## src/rtl/branch_predict_resolve_unit.sv

```systemverilog
// Branch unit: 2-bit counter prediction at fetch, resolution and training in EX,
// registered mispredict/redirect pulse and saturating branch statistics.
module branch_predict_resolve_unit #(
    parameter int         N         = 32,
    parameter int         BHT_DEPTH = 64,
    parameter logic [1:0] CTR_INIT  = 2'b01,
    parameter int         STAT_W    = 32
) (
    input  logic              clk,
    input  logic              rst,
    input  logic [N-1:0]      fetch_pc,
    output logic              pred_taken,
    input  logic              ex_valid,
    input  logic [N-1:0]      ex_instruction,
    input  logic [N-1:0]      ex_pc,
    input  logic [N-1:0]      ex_target,
    input  logic              ex_pred_taken,
    input  logic              ZFlag,
    input  logic              SFlag,
    input  logic              VFlag,
    input  logic              CFlag,
    output logic              branch_taken,
    output logic              mispredict,
    output logic [N-1:0]      redirect_pc,
    output logic              illegal_br,
    output logic [STAT_W-1:0] branch_count,
    output logic [STAT_W-1:0] mispredict_count
);
    localparam int IDX = $clog2(BHT_DEPTH);

    logic [1:0]     bht [BHT_DEPTH];
    logic [IDX-1:0] fidx;
    logic [IDX-1:0] eidx;
    logic [2:0]     funct3;
    logic           is_br;
    logic           cond;
    logic           bad_f3;
    logic           legal;
    logic           wrong;
    logic           unused_bits;

    assign fidx       = fetch_pc[IDX+1:2];
    assign eidx       = ex_pc[IDX+1:2];
    assign funct3     = ex_instruction[14:12];
    assign pred_taken = bht[fidx][1];

    assign unused_bits = ^{fetch_pc[N-1:IDX+2], fetch_pc[1:0],
                           ex_instruction[N-1:15], ex_instruction[11:7]};

    assign is_br = ex_valid && (ex_instruction[6:0] == 7'b1100011);

    always_comb begin
        cond   = 1'b0;
        bad_f3 = 1'b0;
        case (funct3)
            3'b000:  cond = ZFlag;
            3'b001:  cond = ~ZFlag;
            3'b100:  cond = SFlag ^ VFlag;
            3'b101:  cond = ~(SFlag ^ VFlag);
            3'b110:  cond = ~CFlag;
            3'b111:  cond = CFlag;
            default: bad_f3 = 1'b1;
        endcase
    end

    assign legal        = is_br && !bad_f3;
    assign branch_taken = legal && cond;
    assign wrong        = legal && (branch_taken != ex_pred_taken);

    // Write-only-on-edge table: a same-cycle fetch read sees the old value.
    always_ff @(posedge clk or negedge rst) begin
        if (!rst) begin
            for (int i = 0; i < BHT_DEPTH; i++) bht[i] <= CTR_INIT;
        end else if (legal) begin
            if (branch_taken && bht[eidx] != 2'b11)
                bht[eidx] <= bht[eidx] + 2'd1;
            else if (!branch_taken && bht[eidx] != 2'b00)
                bht[eidx] <= bht[eidx] - 2'd1;
        end
    end

    always_ff @(posedge clk or negedge rst) begin
        if (!rst) begin
            mispredict       <= 1'b0;
            illegal_br       <= 1'b0;
            redirect_pc      <= '0;
            branch_count     <= '0;
            mispredict_count <= '0;
        end else begin
            mispredict <= wrong;
            illegal_br <= is_br && bad_f3;
            if (wrong)
                redirect_pc <= branch_taken ? ex_target : ex_pc + N'(4);
            if (legal && branch_count != '1)
                branch_count <= branch_count + 1'b1;
            if (wrong && mispredict_count != '1)
                mispredict_count <= mispredict_count + 1'b1;
        end
    end
endmodule

```

## config.mk

```make
export PLATFORM = sky130hd
export DESIGN_NAME = branch_predict_resolve_unit
export DESIGN_NICKNAME = d
export VERILOG_FILES = /design/src/rtl/branch_predict_resolve_unit.sv
export SDC_FILE = /design/constraint.sdc
export NUM_CORES = 1
export LEC_CHECK = 0
export BUFFER_PORTS_ARGS = -buffer_cell sky130_fd_sc_hd__buf_2
export CORE_MARGIN = 5
export CORE_UTILIZATION = 61
export CTS_CLUSTER_DIAMETER = 120
export CTS_CLUSTER_SIZE = 20
export DETAILED_ROUTE_END_ITERATION = 8
export PLACE_DENSITY = 0.95
export SLEW_MARGIN = 20
export SYNTH_ARGS = -nofsm -noshare
export SYNTH_HDL_FRONTEND = slang
export SYNTH_SLANG_ARGS = --single-unit
```

## constraint.sdc

```tcl
create_clock -name clk -period 9.3 [get_ports clk]
set_input_delay 1.86 -clock clk [delete_from_list [all_inputs] [get_ports clk]]
set_output_delay 1.86 -clock clk [all_outputs]
set_load 0.02 [all_outputs]
```

==> flow_summary_export.csv, run 1 <==
group,metric,value,unit
clock_tree,clkTransAtPathRegs,0.08,ns
global_route,grtUsageTotal,29.7,%
pwr,p_leak,6.28,nW
timing,tns,0,ns
min_path,hold_class,"flip-flop to flip-flop",
pwr,p_total,1.82,mW
clock_tree,cts_root_buf,"clkbuf_16",
pwr,peakVddDrop,0.0857,mV
critical_path,cpPeakStageDelay,0.64,ns
critical_path,rrSetupSlack,5.34,ns
timing,slew_viol_final,0,
yosys,syn_area,12300,µm²
clock_tree,htree_levels,1,
yosys,synth_seq_cells,226,
routing,routedWlPerCell,22.4,µm
yosys,synth_most_common_cell,"dfrtp_1",
critical_path,worstPathMaxFanout,16,
timing,finalHoldViolations,0,
timing,setup_viol,0,
final_layout,fillers,1302,
timing,min_period_over_period,65.5,%
critical_path,required,7.44,ns
yosys,async_reset_ff_share,100,%
yosys,ys_seq_area_share,46.8,%
routing,ant_nets,0,
yosys,synth_warnings,0,
timing,post-route-min-period,6.09,ns
critical_path,critPathArrivalTime,4.23,ns
routing,drc,0,
floorplanning,start_util,62.4,%
clock_tree,tritoncts,"done",
final_layout,area_growth,12.2,%
global_route,use_met2,48.7,%
timing,tightestPinTransition,0.958,ns
final_layout,multi_input_comb_area,6160,µm²
yosys,netlist.area_leader.share,33.1,%
placed_design,dp_slack,2.93,ns
critical_path,crit_chain,"buf_2 -> mux4_2 -> mux4_2 -> nor2b_1 -> a211oi_1 -> a21oi_1 -> buf_2",
yosys,synth-edff-count,0,
placed_design,post-dp-hpwl,23100,µm
clock_tree,post_cts_resize_count,0,
global_route,grt_pass1_vias,10400,
critical_path,cp-start-kind,"input pin",
floorplanning,io_pins,236,
timing,fmax,164,MHz
routing,routed_wl,34500,µm
global_route,antenna_found_initial,6,
pwr,p_per_area,132,nW/µm²
clock_tree,cts_sinks,226,
timing,rsz0062_at_grt,"false",
critical_path,slowest_stage,"mux4_2",
yosys,synth_top_area_cell,"dfrtp_1",
yosys,synthTopCellsByArea,"dfrtp_1 (33%), dfstp_2 (14%), mux2_2 (13%)",
floorplanning,die_height,152,µm
yosys,ys_types,70,
timing,slew-limit-headroom,36.1,%
clock_tree,insertion_delay,0.49,ns
clock_tree,cts_setup_buffers,0,
timing,setup_slack,3.21,ns
placed_design,gp_congestion,0.933,
job,max_cap_viol_count,0,
global_route,grt_pass1_wl,54100,µm
routing,firstDrtPassIters,6,
clock_tree,hold_buffers,0,
global_route,use_met1,36.0,%
min_path,holdPathStages,2,
routing,vias,10200,
global_route,grt_busiest_layer,"met2",
final_layout,drive_gt1_share,36.7,%
floorplanning,core.rowCount,51,
clock_tree,cts_max_path_buffers,3,
critical_path,critPathKind,"input pin to output port",
routing,drt-initial-drc-count,1002,
yosys,ys_top_cells_by_count,"dfrtp_1 (162), mux2_2 (140), nand2_1 (96)",
status,status,"finished clean",
yosys,syn_nets,1253,
yosys,ys.flop_type,"dfrtp_1",
floorplanning,fp.coreArea,19700,µm²
floorplanning,fp.dieW,152,µm
yosys,syn_avg_cell_area,11.0,µm²
clock_tree,cts_buffers,15,
placed_design,port_buffers,187,
critical_path,ff2ff_path_depth,11,
yosys,syn_inst,1112,
timing,finalClockSkew,0.0283,ns
global_route,grt_max_degree,128,
routing,viasPerCell,6.66,
global_route,use_met3,7.14,%
floorplanning,dieArea,23000,µm²
final_layout,final_nets,1401,
final_layout,seq_area,5740,µm²
critical_path,worstSetupEndpointType,"output port",
global_route,grt_remaining_overflow,0,
critical path, delay by kind of cell:
kind                   cells  cell delay, ns
muxes                      2            1.13
buffers and inverters      2            0.71
AOI/OAI and AO/OA          2            0.35
and+or+nand+nor            1            0.14
kinds of logic after synthesis:
| kind of cell | share of synthesized area, % |
|---|---|
| buffers and inverters | 3.12 |
| flip-flops | 46.8 |
| adder cells (fa/ha/maj) | 0.510 |
| multiplexers | 19.9 |
| AO/OA/AOI/OAI | 6.75 |
| AND/OR/NAND/NOR | 16.3 |
| XOR/XNOR | 6.70 |
stage by stage:
stage,hold WS [ns],instances,utilization [%],cell area (µm²)
floorplan,0.491,1112,-,12300
finish,0.484,1539,70.0,13800
global placement,0.452,1508,67.7,13300
global route,0.510,1539,70.0,13800
CTS,0.486,1533,69.9,13700
detailed placement,0.466,1508,67.7,13300
cells in the final DEF (no fill, tap or decap), types with 9 or more instances in the layout:
master     netlist  routed
buf_2           15     186
dfrtp_1        162     162
mux2_2         140     140
nand2_1         96      96
nor3_1          82      81
dfstp_2         64      64
xnor2_1         55      54
nor2_1          53      53
nand3_1         47      46
o21ai_0         45      45
xor2_1          36      36
nand4_1         29      29
mux4_2          27      27
mux2i_1         25      25
nor4_1          17      16
clkbuf_16        0      15
inv_1           14      14
and3_1          14      14
a221oi_1        10      10
buf_4            4      10
and4_1           9       9
clkbuf_1        37       9
path summary, 6_finish.rpt:
path | from | to
setup / recovery | fetch_pc[2] | pred_taken
hold / removal | redirect_pc[12] | redirect_pc[12]
setup reg to reg | bht[105] | bht[107]
hold reg to reg | redirect_pc[12] | redirect_pc[12]
max in group asynchronous | rst | bht[63]
min in group asynchronous | rst | mispredict_count[15]
power breakdown:
part,switching (mW),total [mW],internal (mW),leakage (nW)
Combinational,0.122,0.174,0.0523,3.17
Sequential,0.00631,0.999,0.993,2.90
Clock,0.337,0.645,0.309,0.203
area by class of cell:
| class | instances | area share, % |
|---|---|---|
| Timing Repair Buffer | 197 | 7.42 |
| Clock inverter | 1 | 0.118 |
| Inverter | 16 | 0.437 |
| Tap cell | 265 | 2.41 |
| Antenna cell | 6 | 0.109 |
| Clock buffer | 24 | 2.98 |
| Multi-Input combinational cell | 804 | 44.8 |
| Sequential cell | 226 | 41.7 |
layer usage:
layer / wire (µm) / up-vias / share of wire (%)
li1: - / 4363 / -
met1: 12200 / 5007 / 35
met2: 16200 / 698 / 47
met3: 4020 / 179 / 12
met4: 2080 / 0 / 6.0
met5: 0 / - / 0
(Power assumes the default switching activity.)
==> run 2: changes to the inputs <==
--- a/config.mk
+++ b/config.mk
@@ -7,11 +7,11 @@
 export LEC_CHECK = 0
 export BUFFER_PORTS_ARGS = -buffer_cell sky130_fd_sc_hd__buf_2
 export CORE_MARGIN = 5
-export CORE_UTILIZATION = 61
+export CORE_UTILIZATION = 56
 export CTS_CLUSTER_DIAMETER = 120
 export CTS_CLUSTER_SIZE = 20
 export DETAILED_ROUTE_END_ITERATION = 8
-export PLACE_DENSITY = 0.95
+export PLACE_DENSITY = 0.92
 export SLEW_MARGIN = 20
 export SYNTH_ARGS = -nofsm -noshare
 export SYNTH_HDL_FRONTEND = slang
==> constraint.sdc (replaced) <==
create_clock -name clk -period 5.65 [get_ports clk]
set_input_delay 1.13 -clock clk [delete_from_list [all_inputs] [get_ports clk]]
set_output_delay 1.13 -clock clk [all_outputs]
set_load 0.02 [all_outputs]
==> run 2 against run 1 <==
  * Via count is 3.6% lower
  * Sequential power is 64% higher
  * Die area is 8.3% higher
  * Cell count is 1.2% higher
  * Sequential share of layout area is 0.30 points lower
  * Highest routed layer unchanged
==> flow_summary_export.csv, run 2 (synthesized netlist as in run 1, its figures left out) <==
group,metric,value,unit
final_layout,layout_commonest_cell,"buf_2",
routing,firstDrtPassIters,5,
critical_path,cpPeakStageDelay,0.66,ns
routing,routedWlPerCell,21.4,µm
timing,tightestPinTransition,0.920,ns
critical_path,worstPathMaxFanout,64,
final_layout,fillers,1592,
critical_path,crit_family,"compound AO/OA/AOI/OAI gates",
timing,hold_slack,0.479,ns
timing,tns,0,ns
final_layout,area_growth,13.0,%
final_layout,drive_gt1_share,37.0,%
final_layout,final_util,63.9,%
routing,routed_wl,33400,µm
timing,slew_viol_final,0,
global_route,grt_max_degree,145,
clock_tree,hold_buffers,0,
routing,drc,0,
global_route,antenna_found_initial,1,
clock_tree,cts_max_path_buffers,3,
critical_path,slowest_stage,"buf_2",
global_route,grt_pass1_vias,10100,
routing,vias,9874,
timing,min_period_over_period,85.2,%
final_layout,final_nets,1410,
floorplanning,io_pins,236,
pwr,p_leak,6.33,nW
clock_tree,insertion_delay,0.49,ns
clock_tree,tritoncts,"done",
critical_path,crit_chain,"buf_2 -> mux2_2 -> a221oi_1 -> o221ai_1 -> o21ai_0 -> o22ai_1 -> a2111o_1 -> ha_1 -> o21ai_1 -> nand3_2 -> buf_4 -> nor3_1 -> mux2_2",
clock_tree,cts_setup_buffers,0,
clock_tree,post_cts_resize_count,0,
min_path,hold_class,"flip-flop to flip-flop",
critical_path,cp-start-kind,"input pin",
placed_design,port_buffers,187,
final_layout,final_cell_mix,"buf_2 (186), dfrtp_1 (162), mux2_2 (140)",
pwr,peakVddDrop,0.129,mV
timing,fmax,208,MHz
placed_design,gp_congestion,0.923,
critical_path,critPathKind,"input pin to flip-flop",
global_route,grt_pass1_wl,52600,µm
critical_path,critPathArrivalTime,5.19,ns
clock_tree,cts_root_buf,"clkbuf_16",
critical_path,required,6.02,ns
floorplanning,die_height,158,µm
global_route,grt_remaining_overflow,0,
clock_tree,cts_sinks,226,
critical_path,worstSetupEndpointType,"flip-flop",
critical_path,critPathBufInv,2,
floorplanning,start_util,56.5,%
floorplanning,fp.dieW,158,µm
status,status,"finished clean",
pwr,p_per_area,216,nW/µm²
timing,finalClockSkew,0.0390,ns
timing,post-route-min-period,4.81,ns
timing,rsz0062_at_grt,"false",
routing,viasPerCell,6.34,
floorplanning,dieArea,24900,µm²
floorplanning,core.rowCount,54,
timing,finalHoldViolations,0,
timing,setup_viol,0,
critical_path,critPathMostFrequentCell,"mux2_2",
global_route,grtUsageTotal,26.1,%
pwr,p_total,2.99,mW
job,max_cap_viol_count,0,
routing,ant_nets,0,
clock_tree,clkTransAtPathRegs,0.08,ns
clock_tree,htree_levels,1,
floorplanning,fp.coreArea,21700,µm²
timing,slew-limit-headroom,38.1,%
placed_design,post-dp-hpwl,23200,µm
routing,drt-initial-drc-count,1047,
clock_tree,cts_buffers,15,
[run 2: changes by cell type in the layout (fill, tap and decap cells not counted)]
cell     before  now
buf_4        10   17
diode_2       6    1
nor4_2        4    3
nor4_1       16   17
buf_12        0    1
buf_16        0    1
[run 2: final timing paths]
check | depth (start not counted) | from | end | slack [ns]
min in group asynchronous | 1 | rst | redirect_pc[13] | 0.56
worst min register to register | 2 | redirect_pc[18] | redirect_pc[18] | 0.48
worst min-delay path | 2 | redirect_pc[18] | redirect_pc[18] | 0.48
worst max-delay path | 13 | ex_pc[3] | bht[67] | 0.84
worst max register to register | 11 | bht[111] | bht[67] | 1.82
max in group asynchronous | 2 | rst | asynchronous set/reset pin | 4.19
[run 2: through the flow]
stage / instances / instance area (µm²) / setup slack [ns]
after global placement: 1531 / 13400 / 0.578
after CTS: 1556 / 13800 / 0.934
after detailed placement: 1531 / 13400 / 0.484
after floorplan: 1112 / 12300 / 1.24
after global routing: 1558 / 13900 / 0.671
final: 1558 / 13900 / 0.837
[run 2: per-layer routing]
| layer | routed length [µm] | track usage (%) | up-vias |
|---|---|---|---|
| met5 | 0 | 0 | - |
| met1 | 12400 | 33.1 | 4815 |
| li1 | - | - | 4383 |
| met2 | 16300 | 45.0 | 556 |
| met3 | 3210 | 4.35 | 120 |
| met4 | 1420 | 10.3 | 0 |
[run 2: power breakdown]
part / total [mW] / internal, mW / switching (mW)
sequential: 1.64 / 1.63 / 0.0102
clock: 1.06 / 0.508 / 0.552
combinational: 0.288 / 0.0921 / 0.196
total: 2.99 / 2.23 / 0.758
[run 2: worst min-delay path: cells and delay by family, from the launching register on]
kind / cells / cell delay, ns
flip-flops: 1 / 0.34
AO/OA/AOI/OAI: 1 / 0.06
AND/OR/NAND/NOR: 1 / 0.04
[run 2: final cells by class]
class	instances	area, µm²	area share [%]
multi-input combinational	804	6160	44.4
sequential	226	5740	41.4
timing repair buffer	206	1120	8.09
clock buffer	24	409	2.95
tap	280	350	2.53
inverter	16	60.1	0.434
clock inverter	1	16.3	0.117
antenna	1	2.50	0.0181
==> run 3: changes to the inputs <==
--- a/config.mk
+++ b/config.mk
@@ -11,8 +11,7 @@
 export CTS_CLUSTER_DIAMETER = 120
 export CTS_CLUSTER_SIZE = 20
 export DETAILED_ROUTE_END_ITERATION = 8
-export PLACE_DENSITY = 0.92
-export SLEW_MARGIN = 20
+export PLACE_DENSITY = 0.8
 export SYNTH_ARGS = -nofsm -noshare
 export SYNTH_HDL_FRONTEND = slang
 export SYNTH_SLANG_ARGS = --single-unit
==> run 3 against run 2 <==
  * Non-clock buffer count is 3 lower
  * Global-route usage is 0.060 points lower
  * Clock skew shrank 0.0064 ns
  * Routed wire length fell by 0.97%
  * Critical path type unchanged
  * Largest cell class unchanged
==> flow_summary_export.csv, run 3 (synthesized netlist as in run 1, its figures left out) <==
group,metric,value,unit
status,status,"finished clean",
timing,finalHoldViolations,0,
routing,routed_wl,33100,µm
clock_tree,cts_sinks,226,
critical_path,required,6.02,ns
pwr,p_total,3.00,mW
final_layout,final_util,63.7,%
clock_tree,clkTransAtPathRegs,0.09,ns
pwr,clkPwrFrac,35.7,%
timing,min_period_over_period,82.0,%
pwr,p_leak,6.32,nW
global_route,grtUsageTotal,26.1,%
pwr,p_per_area,217,nW/µm²
clock_tree,post_cts_resize_count,0,
final_layout,final_cells,1554,
critical_path,r2r-start,"bht[105]",
pwr,switchingPower,768,µW
timing,tns,0,ns
routing,routedWlPerCell,21.3,µm
clock_tree,cts_buffers,15,
pwr,p_comb_share,9.5,%
clock_tree,cts_setup_buffers,0,
timing,rsz0062_at_grt,"false",
critical_path,slowest_stage,"buf_2",
critical_path,critPathKind,"input pin to flip-flop",
clock_tree,cts_max_path_buffers,3,
min_path,holdPathStages,2,
placed_design,place_area,13400,µm²
floorplanning,fp.coreArea,21700,µm²
final_layout,antenna-diode-count,0,
timing,finalClockSkew,0.0327,ns
clock_tree,insertion_delay,0.49,ns
floorplanning,fp.dieW,158,µm
critical_path,cpPeakStageDelay,0.58,ns
critical_path,worstSetupEndpointType,"flip-flop",
final_layout,drive_gt1_share,36.9,%
global_route,antenna_found_initial,0,
floorplanning,die_height,158,µm
timing,tightestPinTransition,1.14,ns
min_path,min_to,"redirect_pc[2]",
placed_design,port_buffers,187,
global_route,grt_pass1_vias,9762,
min_path,hold_class,"flip-flop to flip-flop",
routing,drt-initial-drc-count,927,
final_layout,layout_commonest_cell,"buf_2",
critical_path,critPathArrivalTime,5.01,ns
pwr,internal_power,2.23,mW
floorplanning,dieArea,24900,µm²
critical_path,rrSetupSlack,1.98,ns
placed_design,gp_congestion,0.884,
pwr,pwr-share-seq,54.8,%
critical_path,worstPathMaxFanout,64,
timing,slew_viol_final,0,
placed_design,dp_cells,1529,
min_path,hold_start,"redirect_pc[2]",
timing,post-route-min-period,4.63,ns
final_layout,final_cell_mix,"buf_2 (186), dfrtp_1 (162), mux2_2 (140)",
global_route,grt_max_degree,139,
floorplanning,io_pins,236,
routing,vias,9685,
final_layout,final_nets,1407,
routing,ant_nets,0,
critical_path,crit_chain,"buf_2 -> buf_4 -> mux2i_1 -> o2bb2ai_1 -> a2111oi_0 -> o22ai_1 -> nor3_2 -> nand3_1 -> ha_1 -> o21ai_1 -> nand3_2 -> buf_12 -> nor3_1 -> mux2_2",
timing,fmax,216,MHz
global_route,grt_pass1_wl,52200,µm
timing,setup_viol,0,
job,max_cap_viol_count,0,
final_layout,area_growth,12.7,%
routing,viasPerCell,6.23,
clock_tree,htree_levels,1,
floorplanning,start_util,56.5,%
routing,drc,0,
global_route,grt_remaining_overflow,0,
floorplanning,core.rowCount,54,
pwr,swShare,25.6,%
placed_design,post-dp-hpwl,22800,µm
pwr,peakVddDrop,0.164,mV
clock_tree,hold_buffers,0,
final_layout,fin_area,13800,µm²
timing,slew-limit-headroom,23.6,%
critical_path,cp-start-kind,"input pin",
clock_tree,tritoncts,"done",
critical_path,timing.rr.end,"bht[67]",
critical_path,ff2ff_path_depth,11,
clock_tree,cts_root_buf,"clkbuf_16",
routing,firstDrtPassIters,5,
## run 3: worst max-delay path by stage
| stage | end | slack, ns | cells after the start | startpoint |
|---|---|---|---|---|
| after floorplan | bht[21] | 1.24 | 15 | ex_pc[3] |
| after global placement | bht[19] | 0.77 | 14 | ex_pc[2] |
| after detailed placement | bht[111] | 0.64 | 14 | ex_pc[3] |
| after CTS | bht[43] | 1.13 | 14 | ex_pc[3] |
| after global routing | bht[43] | 0.84 | 14 | ex_pc[3] |
| final | bht[67] | 1.02 | 14 | ex_pc[3] |
## run 3: through the flow
step	hold WS [ns]	setup slack, ns
4_1_cts	0.470	1.13
2_1_floorplan	0.491	1.24
3_3_place_gp	0.450	0.768
6_report	0.469	1.02
5_1_grt	0.486	0.836
3_5_place_dp	0.451	0.643
## run 3: layer usage
| metal | global-route usage [%] | share of wire, % | vias to the layer above |
|---|---|---|---|
| met1 | 35.0 | 39 | 4747 |
| met4 | 9.22 | 3.6 | 0 |
| met5 | 0 | 0 | - |
| li1 | - | - | 4366 |
| met3 | 4.16 | 9.3 | 96 |
| met2 | 43.4 | 48 | 476 |
## run 3: critical path, delay by kind of cell
kind / cells / cell delay [ns]
muxes: 2 / 0.64
adders and majority gates: 1 / 0.27
AOI/OAI and AO/OA: 4 / 0.79
and+or+nand+nor: 4 / 0.94
buffers and inverters: 3 / 1.14
## run 3: layout make-up
type,count,area [µm²]
Inverter,16,60.1
Timing Repair Buffer,203,1090
Tap cell,280,350
Sequential cell,226,5740
Clock inverter,1,16.3
Clock buffer,24,409
Fill cell,1739,7870
Multi-Input combinational cell,804,6160
## run 3: power by group through the flow
stage	clock [mW]	sequential, mW	combinational [mW]
6_report	1.07	1.64	0.286
3_5_place_dp	0	1.67	0.283
5_1_grt	1.15	1.65	0.309
2_1_floorplan	0	1.69	0.128
3_3_place_gp	0	1.67	0.280
4_1_cts	1.09	1.64	0.284
